==> config.mk <==
export PLATFORM = sky130hd
export DESIGN_NAME = hazard_stall_ctrl_flat
export DESIGN_NICKNAME = d
export VERILOG_FILES = /design/src/rtl/hazard_stall_ctrl_if.sv /design/src/rtl/hazard_stall_ctrl.sv /design/src/flat_wrapper.sv
export SDC_FILE = /design/constraint.sdc
export NUM_CORES = 1
export LEC_CHECK = 0
export BUFFER_PORTS_ARGS = -buffer_cell sky130_fd_sc_hd__buf_2
export CAP_MARGIN = 15
export CORE_UTILIZATION = 43
export DETAILED_ROUTE_END_ITERATION = 10
export MAX_ROUTING_LAYER = met4
export PLACE_DENSITY_LB_ADDON = 0.1
export REMOVE_ABC_BUFFERS = 1
export SLEW_MARGIN = 5
export SYNTH_ARGS = -nofsm -noshare
export SYNTH_HDL_FRONTEND = slang
export SYNTH_SLANG_ARGS = --single-unit
==> constraint.sdc <==
create_clock -name clk -period 1.8 [get_ports clk]
set_clock_uncertainty 0.1 [all_clocks]
set_input_delay 0.18 -clock clk [delete_from_list [all_inputs] [get_ports clk]]
set_output_delay 0.18 -clock clk [all_outputs]
set_load 0.1 [all_outputs]
==> src/rtl/hazard_stall_ctrl_if.sv <==
// D/E/M hazard inputs and stall/mult-div status outputs of the stall controller.
// The DUT takes the slave modport.
interface hazard_stall_ctrl_if;
  logic [4:0] d_rs;
  logic [4:0] d_rt;
  logic [1:0] d_tuse_rs;
  logic [1:0] d_tuse_rt;
  logic       d_is_md;
  logic       e_we;
  logic [4:0] e_dst;
  logic [1:0] e_tnew;
  logic       m_we;
  logic [4:0] m_dst;
  logic [1:0] m_tnew;
  logic       e_md_start;
  logic       e_md_is_div;
  logic       pc_en;
  logic       d_en;
  logic       e_flush;
  logic       md_busy;
  logic       md_done;
  logic       md_overlap_err;

  // There is no valid/ready pair on this interface.
  // The stall outputs answer the inputs of the same cycle: when d_en is low,
  // the pipeline holds F/D and the PC and puts a bubble into E. Stall is
  // never a request that waits for an acknowledge.
  modport master (
    output d_rs, d_rt, d_tuse_rs, d_tuse_rt, d_is_md,
    output e_we, e_dst, e_tnew, m_we, m_dst, m_tnew,
    output e_md_start, e_md_is_div,
    input  pc_en, d_en, e_flush, md_busy, md_done, md_overlap_err
  );

  modport slave (
    input  d_rs, d_rt, d_tuse_rs, d_tuse_rt, d_is_md,
    input  e_we, e_dst, e_tnew, m_we, m_dst, m_tnew,
    input  e_md_start, e_md_is_div,
    output pc_en, d_en, e_flush, md_busy, md_done, md_overlap_err
  );
endinterface

==> src/rtl/hazard_stall_ctrl.sv <==
// Stall/flush controller for the 5-stage MIPS pipeline: Tuse/Tnew RAW detection and mult/div busy sequencing.
// Optional stall performance counters are built when STALL_PERF_CNT_EN is defined.
module hazard_stall_ctrl #(
  parameter int MULT_CYCLES = 5,
  parameter int DIV_CYCLES  = 10,
  parameter int CNT_W       = 4
) (
  input  logic                 clk,
  input  logic                 reset,
  hazard_stall_ctrl_if.slave   bus,
`ifdef STALL_PERF_CNT_EN
  output logic [31:0]          stall_cycles,
  output logic [31:0]          md_stall_cycles,
`endif
  output logic                 dbg_state_o,
  output logic [CNT_W-1:0]     dbg_count_o
);

  typedef enum logic {IDLE = 1'b0, BUSY = 1'b1} md_state_t;

  localparam logic [CNT_W-1:0] MULT_LOAD = CNT_W'(MULT_CYCLES);
  localparam logic [CNT_W-1:0] DIV_LOAD  = CNT_W'(DIV_CYCLES);
  localparam logic [CNT_W-1:0] CNT_ONE   = CNT_W'(1);

  md_state_t        state_q, state_d;
  logic [CNT_W-1:0] count_q, count_d;
  logic             err_q, err_d;

  logic stall_rs, stall_rt, md_stall, stall;
  logic md_busy, md_done;

  // A source register stalls only when its producer's result arrives after D consumes it.
  // Register 0 never stalls.
  always_comb begin
    stall_rs = (bus.d_rs != 5'd0) &&
               ((bus.e_we && (bus.e_dst == bus.d_rs) && (bus.e_tnew > bus.d_tuse_rs)) ||
                (bus.m_we && (bus.m_dst == bus.d_rs) && (bus.m_tnew > bus.d_tuse_rs)));
    stall_rt = (bus.d_rt != 5'd0) &&
               ((bus.e_we && (bus.e_dst == bus.d_rt) && (bus.e_tnew > bus.d_tuse_rt)) ||
                (bus.m_we && (bus.m_dst == bus.d_rt) && (bus.m_tnew > bus.d_tuse_rt)));
  end

  assign md_busy  = (state_q == BUSY);
  assign md_done  = md_busy && (count_q == CNT_ONE);
  assign md_stall = bus.d_is_md && (bus.e_md_start || md_busy);
  assign stall    = stall_rs | stall_rt | md_stall;

  assign bus.pc_en          = ~stall;
  assign bus.d_en           = ~stall;
  assign bus.e_flush        = stall;
  assign bus.md_busy        = md_busy;
  assign bus.md_done        = md_done;
  assign bus.md_overlap_err = err_q;
  assign dbg_state_o        = state_q;
  assign dbg_count_o        = count_q;

  // A start seen while BUSY is an upstream bug.
  // It is flagged and dropped; this includes the final busy cycle.
  always_comb begin
    state_d = state_q;
    count_d = count_q;
    err_d   = err_q;
    case (state_q)
      IDLE: begin
        if (bus.e_md_start) begin
          state_d = BUSY;
          count_d = bus.e_md_is_div ? DIV_LOAD : MULT_LOAD;
        end
      end
      BUSY: begin
        if (bus.e_md_start) err_d = 1'b1;
        count_d = count_q - CNT_ONE;
        if (count_q == CNT_ONE) begin
          state_d = IDLE;
          count_d = '0;
        end
      end
      default: begin
        state_d = IDLE;
        count_d = '0;
      end
    endcase
  end

  always_ff @(posedge clk or negedge reset) begin
    if (!reset) begin
      state_q <= IDLE;
      count_q <= '0;
      err_q   <= 1'b0;
    end else begin
      state_q <= state_d;
      count_q <= count_d;
      err_q   <= err_d;
    end
  end

`ifdef STALL_PERF_CNT_EN
  logic [31:0] stall_cnt_q, stall_cnt_d;
  logic [31:0] md_cnt_q, md_cnt_d;

  always_comb begin
    stall_cnt_d = stall    ? stall_cnt_q + 32'd1 : stall_cnt_q;
    md_cnt_d    = md_stall ? md_cnt_q + 32'd1    : md_cnt_q;
  end

  always_ff @(posedge clk or negedge reset) begin
    if (!reset) begin
      stall_cnt_q <= '0;
      md_cnt_q    <= '0;
    end else begin
      stall_cnt_q <= stall_cnt_d;
      md_cnt_q    <= md_cnt_d;
    end
  end

  assign stall_cycles    = stall_cnt_q;
  assign md_stall_cycles = md_cnt_q;
`endif

endmodule

==> src/flat_wrapper.sv <==
// flat-port wrapper written by rule: the top's interface ports become plain ports
module hazard_stall_ctrl_flat 
#(
  parameter int MULT_CYCLES = 5,
  parameter int DIV_CYCLES  = 10,
  parameter int CNT_W       = 4
)
  (clk, reset, dbg_state_o, dbg_count_o, bus_d_rs, bus_d_rt, bus_d_tuse_rs, bus_d_tuse_rt, bus_d_is_md, bus_e_we, bus_e_dst, bus_e_tnew, bus_m_we, bus_m_dst, bus_m_tnew, bus_e_md_start, bus_e_md_is_div, bus_pc_en, bus_d_en, bus_e_flush, bus_md_busy, bus_md_done, bus_md_overlap_err);
  hazard_stall_ctrl_if bus_i ();
  input  logic clk;
  input  logic reset;
  output logic dbg_state_o;
  output logic [CNT_W-1:0] dbg_count_o;
  input wire logic [$bits(bus_i.d_rs)-1:0] bus_d_rs;
  input wire logic [$bits(bus_i.d_rt)-1:0] bus_d_rt;
  input wire logic [$bits(bus_i.d_tuse_rs)-1:0] bus_d_tuse_rs;
  input wire logic [$bits(bus_i.d_tuse_rt)-1:0] bus_d_tuse_rt;
  input wire logic [$bits(bus_i.d_is_md)-1:0] bus_d_is_md;
  input wire logic [$bits(bus_i.e_we)-1:0] bus_e_we;
  input wire logic [$bits(bus_i.e_dst)-1:0] bus_e_dst;
  input wire logic [$bits(bus_i.e_tnew)-1:0] bus_e_tnew;
  input wire logic [$bits(bus_i.m_we)-1:0] bus_m_we;
  input wire logic [$bits(bus_i.m_dst)-1:0] bus_m_dst;
  input wire logic [$bits(bus_i.m_tnew)-1:0] bus_m_tnew;
  input wire logic [$bits(bus_i.e_md_start)-1:0] bus_e_md_start;
  input wire logic [$bits(bus_i.e_md_is_div)-1:0] bus_e_md_is_div;
  output wire logic [$bits(bus_i.pc_en)-1:0] bus_pc_en;
  output wire logic [$bits(bus_i.d_en)-1:0] bus_d_en;
  output wire logic [$bits(bus_i.e_flush)-1:0] bus_e_flush;
  output wire logic [$bits(bus_i.md_busy)-1:0] bus_md_busy;
  output wire logic [$bits(bus_i.md_done)-1:0] bus_md_done;
  output wire logic [$bits(bus_i.md_overlap_err)-1:0] bus_md_overlap_err;
  assign bus_i.d_rs = bus_d_rs;
  assign bus_i.d_rt = bus_d_rt;
  assign bus_i.d_tuse_rs = bus_d_tuse_rs;
  assign bus_i.d_tuse_rt = bus_d_tuse_rt;
  assign bus_i.d_is_md = bus_d_is_md;
  assign bus_i.e_we = bus_e_we;
  assign bus_i.e_dst = bus_e_dst;
  assign bus_i.e_tnew = bus_e_tnew;
  assign bus_i.m_we = bus_m_we;
  assign bus_i.m_dst = bus_m_dst;
  assign bus_i.m_tnew = bus_m_tnew;
  assign bus_i.e_md_start = bus_e_md_start;
  assign bus_i.e_md_is_div = bus_e_md_is_div;
  assign bus_pc_en = bus_i.pc_en;
  assign bus_d_en = bus_i.d_en;
  assign bus_e_flush = bus_i.e_flush;
  assign bus_md_busy = bus_i.md_busy;
  assign bus_md_done = bus_i.md_done;
  assign bus_md_overlap_err = bus_i.md_overlap_err;
  hazard_stall_ctrl #(.MULT_CYCLES(MULT_CYCLES), .DIV_CYCLES(DIV_CYCLES), .CNT_W(CNT_W)) u_core (.clk(clk), .reset(reset), .bus(bus_i), .dbg_state_o(dbg_state_o), .dbg_count_o(dbg_count_o));
endmodule
Word-level counts from Yosys, hierarchy flattened
Index checks and enable logic that the tools add are counted.
{ "op_classes": {"n_addsub": 1, "order_cmp": 4, "eq_ne": 6, "mux": 7, "bitwise_logic": 4, "n_reduce_logical": 18} }
{ "op_table": {"columns": ["operator", "count"], "rows": [
  ["equality test 5 bit", 4],
  ["logical AND 1 bit", 12],
  ["two-way mux 4 bit", 3],
  ["nonzero test 5 bit", 2],
  ["> comparator 2 bit", 4],
  ["one-hot mux 4 bit (2 select lines)", 1],
  ["equality test 4 x 1 -> 1 bit (second input constant)", 1],
  ["subtractor 4 x 1 -> 4 bit (second input constant)", 1],
  ["logical OR 1 bit", 3],
  ["two-way mux 1 bit", 2],
  ["!= test 2 bit (second input constant)", 1],
  ["NOT 1 bit", 2],
  ["bitwise OR 1 bit", 2],
  ["one-hot mux 1 bit (2 select lines)", 1],
  ["AND reduction 2 bit", 1]
]} }
{ "totals": {"regBits": 6, "in_bits": 35, "out_inout_bits": 11, "word_cells": 43} }

Longest topological paths before layout
Gate-level depths: netlist (run 1).
{ "depth": {"word_depth": 8, "ltp_mapped": 8, "depth_no_buf": 7} }

Worst setup path before layout (run 1)
OpenSTA, ideal clock, no wires.
{ "synth_timing": {"path_kind": "register to register", "startpoint": "register u_core.count_q[0] (netlist: u_core.dbg_count_o[0])", "endpoint": "register u_core.state_q (netlist: u_core.bus.md_busy)", "setup_ns": 0.238, "arrival_ns": 3.703, "required_ns": 1.462, "setup_slack_ns": -2.242, "stages_incl_launch_ff": 5, "n_path_buf": 0, "synth_period_minus_slack_ns": 4.042, "path_cell_list": "dfrtp_1 ha_1 nand2b_1 nor3b_1 nor2_1"} }
{ "synth_between": {"elab_chain_len": 3} }
{ "synth_lines": {"columns": ["item", "line", "source"], "rows": [
  ["start: declaration", "hazard_stall_ctrl.sv:26", "logic [CNT_W-1:0] count_q, count_d;"],
  ["start signal: assignment", "hazard_stall_ctrl.sv:92", "count_q <= count_d;"],
  ["equality test 4 x 1 -> 1 bit", "hazard_stall_ctrl.sv:73", "if (count_q == CNT_ONE) begin"],
  ["two-way mux 1 bit", "hazard_stall_ctrl.sv:73", null],
  ["one-hot mux 1 bit (2 select lines)", "hazard_stall_ctrl.sv:63", "case (state_q)"],
  ["named net u_core.state_d", "hazard_stall_ctrl.sv:25", "md_state_t state_q, state_d;"],
  ["end signal: assignment", "hazard_stall_ctrl.sv:91", "state_q <= state_d;"],
  ["end: declaration", "hazard_stall_ctrl.sv:25", null]
]} }
The timed path passes the listed nets, and every way through them passes these cells.
A chain may end at the register's enable or synchronous reset.

Final worst setup path (run 1)
{ "layout_timing": {"startpoint": "input port bus_d_tuse_rs[0]", "endpoint": "output port bus_d_en"} }
{ "layout_between": {"elab_chain_len": 7, "elab_cells_between_ends": 9, "classes_between": "order compare (2); bitwise (3); reduce/logical (4)"} }
{ "layout_lines": {"columns": ["item", "line", "source"], "rows": [
  ["start: declaration", "flat_wrapper.sv:16", "input wire logic [$bits(bus_i.d_tuse_rs)-1:0] bus_d_tuse_rs;"],
  ["> comparator 2 bit (on tied branches)", "hazard_stall_ctrl.sv:36, hazard_stall_ctrl.sv:37", null],
  ["logical AND 1 bit (on tied branches)", "hazard_stall_ctrl.sv:36, hazard_stall_ctrl.sv:37", null],
  ["logical OR 1 bit (*)", "hazard_stall_ctrl.sv:36", "((bus.e_we && (bus.e_dst == bus.d_rs) && (bus.e_tnew > bus.d_tuse_rs)) ||"],
  ["logical AND 1 bit (*)", "hazard_stall_ctrl.sv:35", "stall_rs = (bus.d_rs != 5'd0) &&"],
  ["bitwise OR 1 bit (*) (2 in a row)", "hazard_stall_ctrl.sv:46", "assign stall = stall_rs | stall_rt | md_stall;"],
  ["NOT 1 bit (*)", "hazard_stall_ctrl.sv:49", "assign bus.d_en = ~stall;"],
  ["end: declaration", "flat_wrapper.sv:28", "output wire logic [$bits(bus_i.d_en)-1:0] bus_d_en;"]
]} }
Every way passes the cells marked *; elsewhere a longest branch is shown, timed or not.

==> results of run 1 <==
-- cell usage in the layout (no fill, tap or decap), types with 2 or more instances in the layout --
cell type	count
a21oi_1	6
buf_12	4
buf_2	39
buf_4	12
buf_6	3
clkbuf_4	3
dfrtp_1	6
ha_1	2
ha_4	7
inv_1	7
inv_2	4
nand2_2	2
nand3_1	4
nand3_2	2
nand4_1	2
nor2_1	4
nor2b_1	2
nor4_2	4
o21ai_0	5
o22ai_1	2
or4_1	2
xnor2_1	14
xor2_1	6
-- path summary, 6_finish.rpt --
kind	from	to	slack [ns]
worst max-delay path	bus_d_tuse_rs[0]	bus_d_en	-0.11
min in group asynchronous	reset	u_core.dbg_count_o[3]	0.17
max in group asynchronous	reset	u_core.bus.md_overlap_err	1.28
worst max register to register	u_core.dbg_count_o[1]	u_core.dbg_count_o[3]	0.35
worst min register to register	u_core.bus.md_overlap_err	u_core.bus.md_overlap_err	0.36
worst min-delay path	bus_e_md_is_div	u_core.dbg_count_o[2]	0.13
-- sequential cells by signal (all words and copies together), names as in the netlist --
| signal | count |
|---|---|
| u_core.dbg_count_o | 4 |
| u_core.bus.md_busy | 1 |
| u_core.bus.md_overlap_err | 1 |
-- final cells by class --
class / count / area share (%)
repair buffers: 60 / 30.4
flip-flops and latches: 6 / 10.8
multi-input cells: 77 / 51.6
inverters: 12 / 3.41
well taps: 25 / 2.24
clock buffers: 3 / 1.61
-- per-layer routing --
metal / track usage [%] / wire length, microns / vias to the layer above / share of wire [%]
met5: - / 0 / - / 0
met4: 4.24 / 37 / 0 / 1.4
met3: 7.35 / 117 / 4 / 4.5
met2: 42.1 / 1390 / 30 / 54
met1: 29.5 / 1030 / 449 / 40
li1: - / - / 466 / -
-- repair_timing --
item	in CTS	in global routing
resized for setup	23	20
hold buffers	1	0
endpoints found under the setup margin	3	4
hold endpoints to repair	6	0
buffers inserted	0	2
pin swaps	15	4
-- power breakdown --
group	switching (mW)	total (mW)	leakage, nW	internal [mW]
sequential	0.0611	0.254	0.0667	0.193
combinational	0.936	1.34	0.534	0.405
clock	0.0560	0.132	0.0138	0.0759
total	1.05	1.73	0.615	0.674
-- kinds of logic after synthesis --
kind of cell	Yosys count	synth area share, %
simple gates	29	20.8
xor+xnor	20	22.4
compound gates	18	13.6
buf+inv	15	8.15
fa+ha+maj	10	16.0
flops	6	19.2
==> flow_summary_export.csv, run 1 <==
group,metric,value,unit
place,pre_cts_ws,-0.284,ns
floorplan,die_w,44.7,microns
setup_path,endpoint_kind,"output port",
sta,tightest_slew,0.488,ns
detailed_routing,vias_per_cell,5.19,
synthesis,syn_inst,98,
clocking,cts_buffers,3,
synthesis,synth-main-ff-cell,"dfrtp_1",
clocking,max-clock-path-buffers,2,
synthesis,synth_edf_count,0,
layout,fill_cells,124,
synthesis,syn_area_per_cell,7.99,sq um
layout,seqCellArea,150,sq um
layout,drive_gt1_share,55.1,%
clocking,cts-root-buf,"clkbuf_4",
layout,final_area,0.00140,sq mm
power,leakage,0.615,nW
power,p_per_area,1240,mW/mm^2
clocking,clk_pin_slew,0.05,ns
synthesis,yosys_warnings,0,
global_routing,grt_pass1_wl,3470,microns
setup_path,crit_family,"simple AND/OR/NAND/NOR gates",
global_routing,grt_use_total,24.9,%
setup_path,worstPathCellList,"buf_8 -> buf_6 -> ha_4 -> nand2_2 -> nand3_2 -> nor4_2 -> o22ai_1 -> and3_4 -> buf_12",
synthesis,synth_cell_types,27,
clocking,cts_tree,"done",
place,port_buffers,45,
setup_path,worst_setup_path_start_kind,"input pin",
detailed_routing,drc,0,
clocking,h-tree-depth,1,
setup_path,crit_buf_inv,3,
floorplan,fp-row-count,15,
hold_path,holdPathStages,2,
detailed_routing,vias,949,
detailed_routing,drt_pass1_iterations,4,
detailed_routing,wire_per_inst,14.1,microns
synthesis,synthArstFlopShare,100,%
clocking,clock_sinks,6,
detailed_routing,postRouteAntennaNets,0,
power,ir_worst_vdd,2010,uV
detailed_routing,drtIter0Drc,16,
power,power,1.73,mW
global_routing,grt_max_degree,16,
global_routing,overflow,0,
place,dp_hpwl,1790,microns
global_routing,grt_pass1_vias,858,
place,placed_area,0.00114,sq mm
setup_path,required,1.52,ns
sta,whs,0.126,ns
sta,relSlewSlack,67.7,%
clocking,clock_latency,0.25,ns
floorplan,die_y,44.7,microns
layout,num-nets-final,205,
layout,fin_util,81.8,%
setup_path,cp.depth,9,
synthesis,synthTopCellsByArea,"dfrtp_1 (19%), ha_1 (16%), xnor2_1 (16%), xor2_1 (6.7%), inv_1 (5.8%)",
layout,area_growth,78.3,%
place,place_inst,177,
setup_path,critPathKind,"input pin to output port",
floorplan,start_util,45.9,%
global_routing,grt_antenna_before_repair,0,
hold_path,min_path_type,"input pin to register",
synthesis,ys_top_cells_by_count,"xnor2_1 (14), inv_1 (12), ha_1 (10)",
sta,max_freq,524,MHz
layout,fin_cells,183,
setup_path,worst_ep_arrival_time,1.63,ns
floorplan,core,0.00171,sq mm
synthesis,ys_ff_latch,6,
place,place_congestion,0.876,
synthesis,yosysMostFrequentCell,"xnor2_1",
sta,period_minus_slack,1.91,ns
setup_path,reg2regPathDepth,5,
floorplan,io_pins,46,
status,status,"finished, violations left",
layout,multi_input_area,721,sq um
setup_path,slowest_delay,0.32,ns
synthesis,synth_area,783,sq um
flow_run,max_cap_viol_count,0,
synthesis,synth_top_area_share,19.2,%
setup_path,crit_path_max_fanout,2,
status,violations,"negative setup slack",
synthesis,synthDominantAreaCellType,"dfrtp_1",
sta,setup_slack,-0.107,ns
sta,setup_violations,3,
detailed_routing,drt_wl_total,2580,microns
synthesis,yosysSeqAreaShare,19.2,%
layout,antennaDiodeCount,0,
sta,rsz0062_at_grt,"yes",
floorplan,die_area,0.00200,sq mm
sta,finalMaxSlewViolations,0,
setup_path,cp_slowest_cell,"nor4_2",
sta,finalHoldViolCount,0,
sta,min_period_over_period,106,%
sta,finalSetupTns,-0.294,ns
(Power assumes the default switching activity.)
==> inputs of run 2 (changes only) <==
Settings changed: ABC_AREA set to 1, CORE_UTILIZATION 43 to 45.
==> run 2 against run 1 <==
Against the previous run: the flow now finishes without violations; sequential power shrank 9.4%; count of clock-buffer cells in the layout is the same; final area shrank 0.45%; synthesized area grew 22%; core utilization shrank 12 points; die area grew 16%; combinational power shrank 15%; first-iteration DRC count grew 19%; fmax grew 10%; register-to-register slack gained 0.07 ns; sequential share of layout area is essentially flat.
==> flow_summary_export.csv, run 2 <==
group,metric,value,unit
place,pre_cts_ws,-0.0958,ns
setup_path,cp.depth,13,
sta,max_freq,578,MHz
detailed_routing,drt_wl_total,2540,microns
sta,setup_slack,0.0700,ns
setup_path,worstPathCellList,"buf_8 -> inv_6 -> ha_4 -> inv_2 -> o21bai_1 -> nand2_1 -> nor2_2 -> nand2_1 -> nand2_1 -> nand2_2 -> nand2_2 -> nor2_4 -> buf_12",
clocking,clk_pin_slew,0.05,ns
floorplan,fp-row-count,16,
synthesis,synth_cell_types,20,
synthesis,yosysSeqAreaShare,15.7,%
sta,setup_violations,0,
setup_path,crit_buf_inv,4,
setup_path,cp_slowest_cell,"ha_4",
power,p_per_area,1080,mW/mm^2
setup_path,crit_path_max_fanout,2,
setup_path,worst_setup_path_start_kind,"input pin",
detailed_routing,wire_per_inst,10.3,microns
setup_path,ff2ff_setup_slack,0.42,ns
clocking,cts_setup_buffers,0,
sta,rsz0062_at_grt,"yes",
synthesis,synthDominantAreaCellType,"nand2_1",
detailed_routing,drtIter0Drc,19,
sta,tightest_slew,0.489,ns
setup_path,reg2reg_to,"u_core.dbg_count_o[3]",
layout,antennaDiodeCount,0,
global_routing,grt_antenna_before_repair,0,
clocking,cts_tree,"done",
detailed_routing,drc,0,
setup_path,crit_path_frequent_cell,"nand2_1",
hold_path,min_path_type,"input pin to register",
sta,min_period_over_period,96.1,%
synthesis,synthArstFlopShare,100,%
synthesis,yosys_warnings,0,
sta,period_minus_slack,1.73,ns
flow_run,max_cap_viol_count,0,
detailed_routing,vias_per_cell,4.57,
setup_path,slowest_delay,0.25,ns
clocking,clock_sinks,6,
synthesis,synth_top_area_share,23.6,%
setup_path,worst_ep_arrival_time,1.45,ns
floorplan,start_util,48.2,%
hold_path,hold_end,"u_core.bus.md_overlap_err",
detailed_routing,vias,1129,
layout,final_common_cell,"nand2_1",
synthesis,syn_area_per_cell,5.58,sq um
place,place_inst,243,
clocking,cts-root-buf,"clkbuf_4",
layout,drive_gt1_share,30.5,%
clocking,clock_latency,0.25,ns
setup_path,crit_family,"simple AND/OR/NAND/NOR gates",
synthesis,yosysMostFrequentCell,"nand2_1",
global_routing,grt_pass1_wl,3590,microns
layout,largest_register_ffs,4,
layout,fill_cells,193,
layout,area_growth,45.6,%
power,pwr-share-comb,75.9,%
synthesis,synthTopCellsByArea,"nand2_1 (24%), dfrtp_1 (16%), inv_1 (14%), ha_1 (13%), nor2_1 (9.0%)",
synthesis,syn_inst,171,
hold_path,holdPathStages,3,
global_routing,grt_use_total,23.2,%
layout,num-nets-final,267,
sta,finalHoldViolCount,0,
sta,relSlewSlack,67.6,%
clocking,cts_buffers,3,
floorplan,io_pins,46,
layout,final_cell_mix,"nand2_1 (59), buf_2 (39), inv_1 (32)",
synthesis,synth_edf_count,0,
setup_path,reg2regPathDepth,6,
floorplan,die_area,0.00231,sq mm
power,power_frac_clock,8.9,%
power,leakage,0.843,nW
hold_path,hp-start,"bus_e_md_start",
power,seq_power_share,15.2,%
global_routing,grt_max_degree,8,
setup_path,required,1.52,ns
detailed_routing,postRouteAntennaNets,0,
global_routing,overflow,0,
sta,finalSetupTns,0,ns
floorplan,die_w,48.1,microns
status,status,"completed",
setup_path,r2r-start,"u_core.dbg_count_o[0]",
setup_path,critPathKind,"input pin to output port",
layout,final_area,0.00139,sq mm
power,p_int,0.563,mW
place,port_buffers,45,
synthesis,ys_top_cells_by_count,"nand2_1 (60), inv_1 (36), nor2_1 (23), ha_1 (10)",
floorplan,die_y,48.1,microns
global_routing,grt_pass1_vias,941,
clocking,h-tree-depth,1,
power,p_sw_share,62.6,%
synthesis,synth_area,955,sq um
synthesis,synth-main-ff-cell,"dfrtp_1",
synthesis,ys_ff_latch,6,
setup_path,endpoint_kind,"output port",
detailed_routing,drt_pass1_iterations,4,
power,p_switching,0.944,mW
layout,fin_cells,247,
place,placed_area,0.00127,sq mm
clocking,max-clock-path-buffers,2,
power,ir_worst_vdd,1190,uV
sta,finalMaxSlewViolations,0,
floorplan,core,0.00198,sq mm
sta,whs,0.127,ns
place,place_congestion,0.866,
place,dp_hpwl,2110,microns
setup_path,crit_start,"bus_d_tuse_rs[1]",
==> run 2: cell types whose count changed in the layout (fill, tap and decap cells not counted), moves of 3 or more <==
cell      previous run  this run
ha_1                 2         7
nand2_1              1        59
buf_4               12         2
inv_1                7        32
ha_4                 7         3
xnor2_1             14         6
xor2_1               6         1
nor4_2               4         0
nor2_2               0         3
o21bai_1             0         3
nor2_1               4        20
==> run 2: kinds of logic (layout without fill, tap and decap cells) <==
family                     count (synthesis)  in the layout  share of synthesized area [%]
and+or+nand+nor                           94             94                           39.4
buffers and inverters                     39             88                           16.1
xor gates and xnor gates                   7              7                           6.42
AOI/OAI and AO/OA                         15             15                           9.17
DFF                                        6              6                           15.7
adders and majority gates                 10             10                           13.1
==> run 2: worst min-delay path, cell delays in order <==
cell and delay, ns:
buf_2 0.11, inv_1 0.08, o21bai_1 0.07
==> run 2: power by group through the flow <==
stage,Clock [mW],Combinational [mW],Sequential (mW)
after CTS,0.137,1.11,0.229
after global routing,0.146,1.22,0.240
after global placement,0,1.08,0.230
after detailed placement,0,1.10,0.232
final,0.134,1.14,0.230
after floorplan,0,0.412,0.649
==> run 2: through the flow <==
stage          power, mW  utilization, %
3_5_place_dp        1.33            64.3
2_1_floorplan       1.06               -
6_report            1.51            70.1
5_1_grt             1.61            70.1
4_1_cts             1.47            66.0
3_3_place_gp        1.31            64.3
==> run 2: worst max-delay path by stage <==
| stage | to | slack, ns |
|---|---|---|
| 2_1_floorplan | bus_d_en | -2.74 |
| 3_3_place_gp | bus_d_en | -0.08 |
| 4_1_cts | bus_pc_en | 0.008 |
| 6_report | bus_d_en | 0.07 |
| 3_5_place_dp | bus_pc_en | -0.1 |
| 5_1_grt | bus_pc_en | -0.01 |
==> run 2: what timing repair did <==
item | 4_1_cts | 5_1_grt
hold buffers | 1 | 0
pin swaps | 0 | 9
setup endpoints to repair | 2 | 4
gates resized for setup | 1 | 19
hold endpoints to repair | 6 | 0
==> run 2: final cells by class <==
| type | instances | area (sq um) | area share, % |
|---|---|---|---|
| Inverter | 37 | 144 | 10.4 |
| Sequential cell | 6 | 150 | 10.8 |
| Timing Repair Buffer | 48 | 327 | 23.5 |
| Tap cell | 27 | 33.8 | 2.43 |
| Clock buffer | 3 | 22.5 | 1.62 |
| Multi-Input combinational cell | 126 | 713 | 51.3 |
==> run 2: layer usage <==
layer  vias up  part of all wire, %  track usage (%)
met5         -                    0                -
met4         0                 0.32             3.33
met3         3                  5.0             6.79
met2        35                   49             37.8
met1       478                   46             28.7
li1        613                    -                -
==> inputs of run 3 (changes only) <==
Settings changed: ABC_AREA 1 to unset, CTS_BUF_LIST set to sky130_fd_sc_hd__clkbuf_4 sky130_fd_sc_hd__clkbuf_8.
==> run 3 against run 2 <==
Against the previous run: the run now ends with design-rule violations, negative setup slack left; count of clock-buffer cells in the layout stayed put; power is 16% higher; sequential share of layout area hardly changed; first-iteration DRC count is 84% higher; global-route usage is 3.2 points higher; routed wire length is 16% higher; cell count is 31% lower; via count is 15% lower; flip-flop and latch count stayed put; die area is 17% lower; final area is 0.36% lower; fmax is 7.3% lower; critical path type unchanged; largest cell class unchanged; largest power group unchanged.
==> flow_summary_export.csv, run 3 (synthesized netlist as in run 1, its figures left out) <==
group,metric,value,unit
global_routing,grt_max_degree,16,
global_routing,grt_antenna_before_repair,0,
place,place_congestion,0.914,
setup_path,required,1.52,ns
sta,finalMaxSlewViolations,0,
power,power_frac_clock,7.7,%
detailed_routing,drt_pass1_iterations,7,
layout,final_common_cell,"buf_2",
place,port_buffers,45,
sta,relSlewSlack,67.5,%
clocking,h-tree-depth,1,
status,status,"finished, violations left",
power,ir_worst_vdd,2300,uV
floorplan,die_w,43.7,microns
sta,tightest_slew,0.491,ns
setup_path,worst_ep_arrival_time,1.59,ns
place,placed_area,0.00111,sq mm
floorplan,start_util,50.2,%
detailed_routing,vias_per_cell,5.64,
setup_path,endpoint_kind,"output port",
status,violations,"design-rule violations, negative setup slack",
sta,period_minus_slack,1.87,ns
power,p_per_area,1260,mW/mm^2
detailed_routing,wire_per_inst,17.1,microns
floorplan,io_pins,46,
setup_path,crit_buf_inv,2,
global_routing,grt_pass1_vias,868,
hold_path,min_path_type,"input pin to register",
power,seq_power_share,15.1,%
detailed_routing,vias,964,
layout,num-nets-final,202,
setup_path,worstPathCellList,"buf_2 -> ha_4 -> a21oi_1 -> nor4_2 -> o22ai_1 -> and3_4 -> buf_12",
power,p_sw_share,62.0,%
setup_path,reg2reg_to,"u_core.dbg_count_o[2]",
clocking,clock_sinks,6,
clocking,clk_pin_slew,0.05,ns
hold_path,hp-start,"bus_e_md_is_div",
global_routing,grt_use_total,26.4,%
setup_path,reg2regPathDepth,5,
sta,max_freq,536,MHz
detailed_routing,postRouteAntennaNets,0,
clocking,cts_tree,"done",
setup_path,cp_slowest_cell,"a21oi_1",
floorplan,die_area,0.00191,sq mm
detailed_routing,drt_wl_total,2930,microns
clocking,cts-root-buf,"clkbuf_4",
flow_run,max_cap_viol_count,0,
power,p_switching,1.08,mW
layout,drive_gt1_share,54.2,%
clocking,max-clock-path-buffers,2,
sta,setup_violations,3,
clocking,clock_latency,0.26,ns
power,p_int,0.663,mW
layout,final_cell_mix,"buf_2 (39), xnor2_1 (13), buf_4 (9)",
global_routing,grt_pass1_wl,3560,microns
layout,antennaDiodeCount,0,
global_routing,overflow,0,
sta,finalHoldViolCount,0,
layout,largest_register_ffs,4,
setup_path,worst_setup_path_start_kind,"input pin",
floorplan,fp-row-count,14,
hold_path,holdPathStages,2,
layout,area_growth,76.8,%
sta,min_period_over_period,104,%
floorplan,core,0.00156,sq mm
floorplan,die_y,43.7,microns
setup_path,slowest_delay,0.27,ns
layout,final_area,0.00139,sq mm
sta,rsz0062_at_grt,"yes",
hold_path,hold_end,"u_core.dbg_count_o[2]",
setup_path,crit_path_max_fanout,2,
setup_path,critPathKind,"input pin to output port",
setup_path,crit_family,"compound AO/OA/AOI/OAI gates",
clocking,cts_buffers,3,
setup_path,ff2ff_setup_slack,0.41,ns
detailed_routing,drtIter0Drc,35,
power,leakage,0.613,nW
power,pwr-share-comb,77.2,%
setup_path,r2r-start,"u_core.dbg_count_o[0]",
detailed_routing,drc,2,
sta,setup_slack,-0.0654,ns
sta,finalSetupTns,-0.147,ns
run 3: layer usage:
layer / routed length, microns / track usage [%] / vias up
li1: - / - / 456
met1: 1140 / 31.2 / 442
met2: 1490 / 43.3 / 57
met3: 242 / 7.50 / 9
met4: 56 / 7.50 / 0
met5: 0 / - / -
run 3: how the worst max path moves through the flow:
stage,start,to,slack (ns),cells past startpoint
floorplan,u_core.bus.md_busy,u_core.bus.md_busy,-2.65,2
global placement,bus_d_tuse_rt[1],bus_pc_en,-0.32,9
detailed placement,bus_e_tnew[0],bus_pc_en,-0.32,9
CTS,bus_e_tnew[0],bus_d_en,0.007,9
global route,bus_e_tnew[1],bus_d_en,-0.18,8
finish,bus_e_tnew[1],bus_d_en,-0.07,7
run 3: repair_timing:
action                                 in CTS  in global routing
buffers inserted                            0                  1
pin swaps                                  14                  7
hold buffers                                1                  0
setup endpoints to repair                   4                  4
gates cloned                                0                  0
resized for setup                          25                 19
endpoints found under the hold margin       6                  0
run 3: cell type report:
class,instances,area [sq um]
repair buffers,57,398
well taps,16,20.0
fillers,73,174
inverters,12,47.5
clock buffers,3,22.5
multi-input cells,77,747
flip-flops and latches,6,150
run 3: stage by stage:
step | cells | hold slack, ns | setup WS, ns | util [%] | power, mW
2_1_floorplan | 95 | -0.216 | -2.65 | - | 1.12
3_3_place_gp | 166 | -0.0904 | -0.323 | 71.5 | 1.39
3_5_place_dp | 166 | -0.0877 | -0.322 | 71.5 | 1.41
4_1_cts | 170 | 0.105 | 0.00740 | 80.5 | 1.61
5_1_grt | 171 | 0.135 | -0.181 | 88.8 | 1.82
6_report | 171 | 0.128 | -0.0654 | 88.8 | 1.75
run 3: power groups by stage:
stage	Sequential [mW]	Clock, mW	Combinational [mW]
2_1_floorplan	0.724	0	0.398
3_3_place_gp	0.245	0	1.14
3_5_place_dp	0.249	0	1.16
4_1_cts	0.249	0.136	1.23
5_1_grt	0.272	0.144	1.40
6_report	0.263	0.135	1.35
